[src/rtl/cos_sim_pkg.sv]
// Shared types and helpers for the streaming cosine-similarity accumulator.
//   cos_sim_state_t : control FSM states (RUN / DRAIN / HOLD)
//   acc_width()     : accumulator width for a given element width and vector length
//   lane_lsb()      : bit offset of a lane inside a packed beat
package cos_sim_pkg;

  typedef enum logic [1:0] {
    RUN   = 2'd0,
    DRAIN = 2'd1,
    HOLD  = 2'd2
  } cos_sim_state_t;

  // Cycles spent flushing the multiply and accumulate stages after the last beat.
  localparam int unsigned DRAIN_CYCLES = 2;

  // 2*ew covers one product; clog2(n) covers the sum of n products; the extra
  // bit keeps the signed dot product range (+/- n*2^(2ew-2)) representable.
  function automatic int unsigned acc_width(input int unsigned ew, input int unsigned n);
    return 2 * ew + int'($clog2(n)) + 1;
  endfunction

  function automatic int unsigned lane_lsb(input int unsigned lane, input int unsigned ew);
    return lane * ew;
  endfunction

endpackage

[src/rtl/cos_sim_lane_mul.sv]
// One lane of the first pipeline stage: registers A*A, B*B and A*B.
// Ports:
//   clk, reset   : clock and synchronous active-high reset
//   flush        : synchronous abort, zeroes the registered products
//   load         : capture the products of the current beat
//   mode         : 1 = operands are two's complement, 0 = unsigned
//   a, b         : lane elements
//   sq_a, sq_b   : registered squares (always non-negative, 2*EW bits)
//   dot          : registered A*B (two's complement in signed mode, 2*EW bits)
module cos_sim_lane_mul #(
  parameter int unsigned EW = 8
) (
  input  logic            clk,
  input  logic            reset,
  input  logic            flush,
  input  logic            load,
  input  logic            mode,
  input  logic [EW-1:0]   a,
  input  logic [EW-1:0]   b,
  output logic [2*EW-1:0] sq_a,
  output logic [2*EW-1:0] sq_b,
  output logic [2*EW-1:0] dot
);

  localparam int unsigned PW = 2 * EW;

  logic [PW-1:0] a_ext_c;
  logic [PW-1:0] b_ext_c;
  logic [PW-1:0] sq_a_d, sq_a_q;
  logic [PW-1:0] sq_b_d, sq_b_q;
  logic [PW-1:0] dot_d,  dot_q;

  // Extend operands to product width; the low PW bits of a PW x PW product are
  // exact because every square and cross product fits in PW bits for either mode.
  always_comb begin
    a_ext_c = PW'($signed({mode & a[EW-1], a}));
    b_ext_c = PW'($signed({mode & b[EW-1], b}));
    sq_a_d  = sq_a_q;
    sq_b_d  = sq_b_q;
    dot_d   = dot_q;
    if (flush) begin
      sq_a_d = '0;
      sq_b_d = '0;
      dot_d  = '0;
    end else if (load) begin
      sq_a_d = a_ext_c * a_ext_c;
      sq_b_d = b_ext_c * b_ext_c;
      dot_d  = a_ext_c * b_ext_c;
    end
  end

  always_ff @(posedge clk) begin
    if (reset) begin
      sq_a_q <= '0;
      sq_b_q <= '0;
      dot_q  <= '0;
    end else begin
      sq_a_q <= sq_a_d;
      sq_b_q <= sq_b_d;
      dot_q  <= dot_d;
    end
  end

  assign sq_a = sq_a_q;
  assign sq_b = sq_b_q;
  assign dot  = dot_q;

endmodule

[src/rtl/cosine_similarity_stream.sv]
// Streaming cosine-similarity accumulator. Takes two vectors of NUM_ELEMENTS
// elements, LANES per beat, and produces sum(A^2), sum(B^2) and sum(A*B),
// held until the downstream stage accepts them.
// Ports:
//   clk, reset            : clock and synchronous active-high reset
//   clear                 : synchronous abort, drops any partial or held result
//   signed_mode           : element interpretation, latched on the first beat
//   in_valid / in_ready   : input beat handshake
//   A, B                  : packed beats, lane i at [i*EW +: EW]
//   out_valid / out_ready : result handshake
//   SmodA, SmodB          : unsigned sums of squares
//   Sdot                  : dot product (two's complement in signed mode)
module cosine_similarity_stream
  import cos_sim_pkg::*;
#(
  parameter  int unsigned ELEMENT_WIDTH = 8,
  parameter  int unsigned LANES         = 4,
  parameter  int unsigned NUM_ELEMENTS  = 64,
  localparam int unsigned ACC_WIDTH     = acc_width(ELEMENT_WIDTH, NUM_ELEMENTS)
) (
  input  logic                           clk,
  input  logic                           reset,
  input  logic                           clear,
  input  logic                           signed_mode,
  input  logic                           in_valid,
  output logic                           in_ready,
  input  logic [LANES*ELEMENT_WIDTH-1:0] A,
  input  logic [LANES*ELEMENT_WIDTH-1:0] B,
  output logic                           out_valid,
  input  logic                           out_ready,
  output logic [ACC_WIDTH-1:0]           SmodA,
  output logic [ACC_WIDTH-1:0]           SmodB,
  output logic [ACC_WIDTH-1:0]           Sdot
);

  localparam int unsigned NUM_BEATS = NUM_ELEMENTS / LANES;
  localparam int unsigned CNT_W     = (NUM_BEATS > 1) ? $clog2(NUM_BEATS) : 1;
  localparam int unsigned PW        = 2 * ELEMENT_WIDTH;

  if ((LANES == 0) || (NUM_ELEMENTS % LANES != 0)) begin : g_cfg_err
    $error("cosine_similarity_stream: NUM_ELEMENTS must be a non-zero multiple of LANES");
  end

  cos_sim_state_t state_q, state_d;

  logic [CNT_W-1:0]     beat_cnt_q, beat_cnt_d;
  logic                 drain_cnt_q, drain_cnt_d;
  logic                 mode_q, mode_d;
  logic                 s1_valid_q, s1_valid_d;
  logic [ACC_WIDTH-1:0] acc_a_q, acc_a_d;
  logic [ACC_WIDTH-1:0] acc_b_q, acc_b_d;
  logic [ACC_WIDTH-1:0] acc_dot_q, acc_dot_d;
  logic                 in_ready_q, in_ready_d;
  logic                 out_valid_q, out_valid_d;

  logic                 beat_hs_c;
  logic                 out_hs_c;
  logic                 last_beat_c;
  logic                 lane_mode_c;
  logic [ACC_WIDTH-1:0] sum_a_c, sum_b_c, sum_dot_c;

  logic [PW-1:0] sq_a_w [LANES];
  logic [PW-1:0] sq_b_w [LANES];
  logic [PW-1:0] dot_w  [LANES];

  assign beat_hs_c   = in_valid & in_ready_q;
  assign out_hs_c    = out_ready & out_valid_q;
  assign last_beat_c = (beat_cnt_q == CNT_W'(NUM_BEATS - 1));
  // The first beat must use the live mode bit; later beats use the latched copy.
  assign lane_mode_c = (beat_cnt_q == '0) ? signed_mode : mode_q;

  // Stage 1: per-lane multipliers.
  for (genvar i = 0; i < LANES; i++) begin : g_lane
    cos_sim_lane_mul #(
      .EW(ELEMENT_WIDTH)
    ) u_mul (
      .clk  (clk),
      .reset(reset),
      .flush(clear),
      .load (beat_hs_c),
      .mode (lane_mode_c),
      .a    (A[lane_lsb(i, ELEMENT_WIDTH) +: ELEMENT_WIDTH]),
      .b    (B[lane_lsb(i, ELEMENT_WIDTH) +: ELEMENT_WIDTH]),
      .sq_a (sq_a_w[i]),
      .sq_b (sq_b_w[i]),
      .dot  (dot_w[i])
    );
  end

  // Stage 2 lane reduction; only the dot product needs sign extension.
  always_comb begin
    sum_a_c   = '0;
    sum_b_c   = '0;
    sum_dot_c = '0;
    for (int unsigned i = 0; i < LANES; i++) begin
      sum_a_c = sum_a_c + ACC_WIDTH'(sq_a_w[i]);
      sum_b_c = sum_b_c + ACC_WIDTH'(sq_b_w[i]);
      if (mode_q) begin
        sum_dot_c = sum_dot_c + ACC_WIDTH'($signed(dot_w[i]));
      end else begin
        sum_dot_c = sum_dot_c + ACC_WIDTH'(dot_w[i]);
      end
    end
  end

  // FSM state register.
  always_ff @(posedge clk) begin
    if (reset) begin
      state_q <= RUN;
    end else begin
      state_q <= state_d;
    end
  end

  // FSM next-state logic.
  always_comb begin
    state_d = state_q;
    if (clear) begin
      state_d = RUN;
    end else begin
      unique case (state_q)
        RUN:     if (beat_hs_c && last_beat_c) state_d = DRAIN;
        DRAIN:   if (drain_cnt_q == 1'(DRAIN_CYCLES - 1)) state_d = HOLD;
        HOLD:    if (out_hs_c) state_d = RUN;
        default: state_d = RUN;
      endcase
    end
  end

  // Counters, accumulators and registered handshake outputs.
  always_comb begin
    beat_cnt_d  = beat_cnt_q;
    drain_cnt_d = 1'b0;
    mode_d      = mode_q;
    s1_valid_d  = 1'b0;
    acc_a_d     = acc_a_q;
    acc_b_d     = acc_b_q;
    acc_dot_d   = acc_dot_q;
    in_ready_d  = (state_d == RUN);
    out_valid_d = (state_d == HOLD);
    if (clear) begin
      beat_cnt_d = '0;
      mode_d     = 1'b0;
      acc_a_d    = '0;
      acc_b_d    = '0;
      acc_dot_d  = '0;
    end else begin
      s1_valid_d = beat_hs_c;
      if (beat_hs_c) begin
        if (beat_cnt_q == '0) mode_d = signed_mode;
        beat_cnt_d = last_beat_c ? '0 : beat_cnt_q + CNT_W'(1);
      end
      if (state_q == DRAIN) drain_cnt_d = drain_cnt_q + 1'b1;
      // A stage-1 beat never coincides with the result handshake, so the two
      // accumulator updates are mutually exclusive.
      if (s1_valid_q) begin
        acc_a_d   = acc_a_q + sum_a_c;
        acc_b_d   = acc_b_q + sum_b_c;
        acc_dot_d = acc_dot_q + sum_dot_c;
      end else if (out_hs_c) begin
        acc_a_d   = '0;
        acc_b_d   = '0;
        acc_dot_d = '0;
      end
    end
  end

  always_ff @(posedge clk) begin
    if (reset) begin
      beat_cnt_q  <= '0;
      drain_cnt_q <= 1'b0;
      mode_q      <= 1'b0;
      s1_valid_q  <= 1'b0;
      acc_a_q     <= '0;
      acc_b_q     <= '0;
      acc_dot_q   <= '0;
      in_ready_q  <= 1'b1;
      out_valid_q <= 1'b0;
    end else begin
      beat_cnt_q  <= beat_cnt_d;
      drain_cnt_q <= drain_cnt_d;
      mode_q      <= mode_d;
      s1_valid_q  <= s1_valid_d;
      acc_a_q     <= acc_a_d;
      acc_b_q     <= acc_b_d;
      acc_dot_q   <= acc_dot_d;
      in_ready_q  <= in_ready_d;
      out_valid_q <= out_valid_d;
    end
  end

  assign in_ready  = in_ready_q;
  assign out_valid = out_valid_q;
  assign SmodA     = acc_a_q;
  assign SmodB     = acc_b_q;
  assign Sdot      = acc_dot_q;

endmodule

[config.mk]
export PLATFORM = sky130hd
export DESIGN_NAME = cosine_similarity_stream
export DESIGN_NICKNAME = d
export VERILOG_FILES = /design/src/rtl/cos_sim_pkg.sv /design/src/rtl/cos_sim_lane_mul.sv /design/src/rtl/cosine_similarity_stream.sv
export SDC_FILE = /design/constraint.sdc
export NUM_CORES = 2
export LEC_CHECK = 0
export CAP_MARGIN = 0
export CORE_MARGIN = 1.5
export CORE_UTILIZATION = 55
export DETAILED_ROUTE_END_ITERATION = 8
export PLACE_DENSITY_LB_ADDON = 0.1
export SETUP_SLACK_MARGIN = 0.5
export SLEW_MARGIN = 15
export SYNTH_ARGS = -nofsm -noshare
export SYNTH_HDL_FRONTEND = slang
export SYNTH_SLANG_ARGS = --single-unit
[constraint.sdc]
create_clock -name clk -period 21.3 [get_ports clk]
set_input_delay 6.39 -clock clk [delete_from_list [all_inputs] [get_ports clk]]
set_output_delay 6.39 -clock clk [all_outputs]
set_load 0.01 [all_outputs]
# == After elaboration in Yosys (flattened, before gate mapping) ==
# Index checks and enable logic that the tools add are counted.
# word_totals
register_bits,272
elab_cells,88
inputBits,70
output_inout_bits,71
# classes
n_bitwise,11
mux,15
reduce_logical,7
eq_ne,4
n_mul,12
add_sub_neg,17
# op_table
operator,count
9-bit by 9-bit multiplier with 16-bit output,12
23-bit two-way mux,8
23-bit adder,4
23-bit by 16-bit adder with 23-bit output,3
23-bit by 19-bit adder with 23-bit output,2
18-bit by 16-bit adder with 19-bit output,2
17-bit by 16-bit adder with 18-bit output,2
16-bit by 16-bit adder with 17-bit output,2
1-bit bitwise AND,10
2-bit two-way mux,4
2-bit case mux with 3 select lines,1
"4-bit by 1-bit adder with 4-bit output, second input constant",1
"2-bit == test, second input constant",2
"4-bit == test, second input constant",1
2-bit logical NOT,2
4-bit logical NOT,1
4-bit two-way mux,1
3-bit OR reduction,1
"2-bit by 1-bit == test with 1-bit output, second input constant",1
2-bit nonzero test,1
2-bit OR reduction,1
"1-bit adder, second input constant",1
1-bit logical AND,1
1-bit two-way mux,1
1-bit NOT,1

# == Logic depth before layout (Yosys ltp) ==
# logic_depth
ltp_word,9
ltp_mapped,37
mapped_depth_nobuf,37

# == Hierarchy ==
# Synthesis repeated with hierarchy kept, for this count alone.
# unflattened
hier_cells,5209
hier_area_um2,46838.7
# by_module_without_submodules
module,instances,area_each_um2,cells_per_inst
cosine_similarity_stream,1,10109.7,1114
cos_sim_lane_mul at g_lane[2].u_mul,1,9233.9,1031
cos_sim_lane_mul at g_lane[1].u_mul,1,9200.1,1026
cos_sim_lane_mul at g_lane[3].u_mul,1,9176.3,1024
cos_sim_lane_mul at g_lane[0].u_mul,1,9118.7,1014

# == Worst setup path after synthesis ==
# Ideal clock, no wire load.
# synth_timing
path_kind,input port to flip-flop
from,input port signed_mode
to,register g_lane[0].u_mul.sq_b_q[15]
path_stages,23
t_required_ps,21230
slack_ps,9814
path_buffers,2
arrival_time_ps,11415
cell_sequence,mux2_4 > clkbuf_1 > clkbuf_1 > and3_1 > fa_1 > inv_1 > fa_1 > inv_1 > fa_1 > inv_1 > fa_1 > inv_1 > fa_1 > ha_1 > a21oi_1 > o21bai_1 > a21oi_1 > o21bai_1 > a21oi_1 > o21ai_0 > xnor2_1 > nand2_1 > a21oi_1
# synth_via
elab_chain_cells,3
# synth_rtl
element,line_no,text
from (decl),cosine_similarity_stream.sv:24,"input logic signed_mode,"
1-bit two-way mux,n/a,
1-bit bitwise AND,cos_sim_lane_mul.sv:37,"b_ext_c = PW'($signed({mode & b[EW-1], b}));"
9-bit by 9-bit multiplier with 16-bit output,cos_sim_lane_mul.sv:47,sq_b_d = b_ext_c * b_ext_c;
to (signal assigned),cos_sim_lane_mul.sv:59,sq_b_q <= sq_b_d;
to (decl),cos_sim_lane_mul.sv:30,"logic [PW-1:0] sq_b_d, sq_b_q;"
# No other way between the ends.
# A chain may end at the register's enable or synchronous reset.

# == Final worst setup path ==
# layout_timing
from,input port signed_mode
to,register g_lane[1].u_mul.sq_b_q[15]
# layout_via
elab_chain_cells,3
# layout_rtl
element,line_no
1-bit two-way mux,n/a
1-bit bitwise AND,cos_sim_lane_mul.sv:37
9-bit by 9-bit multiplier with 16-bit output,cos_sim_lane_mul.sv:47
to (signal assigned),cos_sim_lane_mul.sv:59
to (decl),cos_sim_lane_mul.sv:30
# No other way between the ends.

==> summary.md <==
| Metric | Value |
|---|---|
| Post-Synth Adder-Cell Area | `48.8%` |
| Synthesized area | `about 0.045 mm^2` |
| Clock Pin Slew Worst Setup and Hold Paths | `approximately 0.060 ns` |
| Simple-Gate Fraction of Synth Area | `between 10% and 20%` |
| I/O Pins | `~140` |
| Lkg Pwr | `~23 nW` |
| Fin crit period | `~12 ns` |
| Share of layout cells above drive strength 1 | `under 10%` |
| Power density cells | `between 100 and 150 mW/mm^2` |
| Final Hold Vio Count | `0` |
| Worst Skew | `between 0.01 and 0.015 ns` |
| Combinational Power Share | `about 76%` |
| Postcts setup bufs | `0` |
| Detailed Place HPWL | `89.4 mm` |
| Crit end category | `flip-flop` |
| Max Slew Vio Count | `0` |
| Tcrit/Tclk final | `between 50% and 60%` |
| Hold buffer count at CTS | `0` |
| Pwr Total | `approximately 5 mW` |
| First-pass GRT wire length | `roughly 180 mm` |
| Initial core utilization | `a little under three fifths` |
| Overflow after GRT | `0` |
| DR WL/cell | `between 15 and 20 um` |
| Sw Pwr | `~2.5 mW` |
| Largest net degree at the start of global routing | `146` |
| Drc violations | `0` |
| Vias per std cell | `5.42` |
| Yosys warns | `0` |
| Synth-to-layout area growth | `7.36%` |
| Setup_tns | `0 ns` |
| Flops & latches, synth | `approximately 260` |
| Core Region | `roughly 0.081 mm^2` |
| Final ANT Viol Nets | `0` |
| Die area | `between 0.08 and 0.09 mm^2` |
| Clock Power Share | `10.5%` |
| Max-Cap Viols | `0` |
| CP startpoint kind | `input port` |
| Sequential fraction of the synthesis area | `a little under an eighth` |
| Net Sw Frac | `49.6%` |
| Slew Limit Headroom | `approximately 30%` |
| HP Class | `reg2reg` |
| Peak supply drop | `approximately 0.064 mV` |
| Post-synth EDFFs | `0` |
| 1st-iter DRT viols | `between 1500 and 2000` |
| Library cells used by synthesis | `just under 70` |
| WHS | `between 0.4 and 0.5 ns` |
| Layout Nets | `6403` |
| CP max FO | `46` |
| RePlAce Congestion | `0.924` |
| Synth Area in Compound Gates | `under 10%` |
| Clock latency on the worst-skew pair | `roughly 0.58 ns` |
| Status | `complete, no violations` |
| Routed wire length | `112 mm` |
| Final setup vio count | `0` |
| Least-Margin Pin Slew | `roughly 1.0 ns` |
| Main combinational cell family by area after synthesis | `adder cells` |
| Clk sinks | `264` |
| Async S/R FF share, synth | `0%` |
| Die height | `slightly below 300 um` |
| CTS Buffer Depth | `3` |
| Sequential fraction of design power | `approximately 14%` |
| Worst path arrival time | `12.58 ns` |
| Via count | `around 33000` |
| # H-tree levels | `1` |
| R2r setup slk | `about 14 ns` |
| Xor/xnor share of the synthesized area | `~6.1%` |
| Mux contribution to synthesized area | `less than 1%` |
| Required @ worst endpoint | `roughly 22 ns` |
| RSZ-0062 raised after global routing | `false` |
| Drt first pass iters | `6` |
| Vias in the first global route | `roughly 34000` |
| CTS Buf Count | `31` |
| Internal | `2.52 mW` |
| FMAX | `between 0.08 and 0.09 GHz` |
| CTS tree | `done` |
| # resized after CTS | `0` |
| I/O Buffers | `between 100 and 150` |
| Root buf cell | `clkbuf_16` |
| Syn Inst Count | `about 5000` |
| Setup CP Type | `in2reg` |
| Initial antenna violation count | `6` |
| Row cnt | `~100` |
| Chip Width | `between 200 and 300 um` |
| Synthesized area per cell | `roughly 9.0 um^2` |
| GRT Overall Usage | `27.9%` |
| Main flop type after synthesis | `dfxtp_1` |
[power by group through the flow]
| stage | clock [mW] | combinational [mW] | sequential (mW) |
|---|---|---|---|
| global placement | 0 | 3.73 | 0.711 |
| finish | 0.526 | 3.78 | 0.701 |
| global route | 0.553 | 4.32 | 0.709 |
| floorplan | 0 | 2.89 | 0.644 |
| CTS | 0.532 | 3.80 | 0.701 |
| detailed placement | 0 | 3.76 | 0.712 |
[synth_stat cells (14+ instances only)]
master      n  area, um^2
a211oi_1   28         210
a21o_1     55         413
a21oi_1   337        1690
a22oi_1    45         338
and2_1    304        1900
and3_1     40         250
clkbuf_1  177         664
dfxtp_1   264        5290
fa_1      771       15400
ha_1      529        6620
inv_1     838        3150
nand2_1   598        2240
nand2b_1   36         225
nand3_1    36         180
nor2_1    213         800
nor2b_1    32         200
nor3_1     15        75.1
nor3b_1    15         113
o21a_1     23         173
o21ai_0    78         390
o21bai_1   67         503
o31ai_1    14         105
or2_2      31         194
xnor2_1   257        2250
xor2_1     58         508
[area by class of cell]
| type | count | area, um^2 |
|---|---|---|
| well taps | 1060 | 1330 |
| clock buffers | 36 | 815 |
| inverters | 839 | 3150 |
| repair buffers | 175 | 1680 |
| multi-input cells | 3722 | 36000 |
| fillers | 7316 | 32500 |
| diodes | 1 | 2.50 |
| flip-flops and latches | 264 | 5290 |
| clock inverters | 21 | 176 |
[path summary, 6_finish.rpt]
| check | cells past startpoint | start | to |
|---|---|---|---|
| worst max-delay path | 21 | signed_mode | g_lane[1].u_mul.sq_b[15] |
| worst min-delay path | 2 | g_lane[2].u_mul.dot[0] | g_lane[2].u_mul.dot[0] |
| worst max register to register | 34 | g_lane[0].u_mul.dot[1] | Sdot[22] |
| worst min register to register | 2 | g_lane[2].u_mul.dot[0] | g_lane[2].u_mul.dot[0] |
[registers in the layout, summed over array words and instances, names as in the netlist]
register,flops
state_q,2
g_lane.u_mul.sq_b,60
out_valid,1
Sdot,23
g_lane.u_mul.dot,64
g_lane.u_mul.sq_a,60
s1_valid_q,1
SmodA,23
SmodB,23
in_ready,1
drain_cnt_q,1
beat_cnt_q,4
mode_q,1
[through the flow]
stage	util [%]	setup WS (ns)	cell area, um^2	std cells
floorplan	-	9.81	45200	5016
global placement	58.7	8.77	47500	6060
detailed placement	58.7	8.63	47500	6060
CTS	59.9	9.23	48500	6117
global route	59.9	8.84	48500	6117
finish	59.9	9.21	48500	6118
[routing by layer]
layer,vias to the layer above,wire length [um],track usage [%]
li1,15818,-,-
met3,145,6680,3.69
met5,-,32,0
met2,735,52100,45.8
met1,16451,50300,39.6
met4,6,2670,6.11
[cell families (layout without fill, tap and decap cells)]
group,count (synthesis),count (layout)
simple gates,1365,1365
fa+ha+maj,1300,1300
buf+inv,1030,1071
compound gates,726,726
xor+xnor,315,315
flops,264,264
mux,14,14
other cells,1,3
[critical path, cell delays in order]
cell and delay, ns:
clkdlybuf4s50_1 0.52, mux2_4 0.64, nand2_1 0.46, or2_2 0.42, fa_1 0.46, fa_1 0.49, inv_1 0.05, fa_1 0.50
fa_1 0.45, fa_1 0.47, ha_1 0.31, inv_1 0.08, nor2_1 0.04, nor2_1 0.15, o21bai_1 0.09, a21oi_1 0.22
o21bai_1 0.08, a21oi_1 0.22, o21ai_0 0.14, xnor2_1 0.14, a211oi_1 0.21
[cells in the final DEF (no fill, tap or decap), drive strengths merged, types with 36 or more instances in the layout]
master and count:
a21o 55, a21oi 337, a22oi 45, and2 304, and3 40, clkbuf 36
clkdlybuf4s50 140, dfxtp 264, fa 771, ha 529, inv 841, nand2 598
nand2b 37, nand3 36, nor2 213, o21ai 80, o21bai 67, xnor2 257
xor2 58
(Power assumes the default switching activity.)
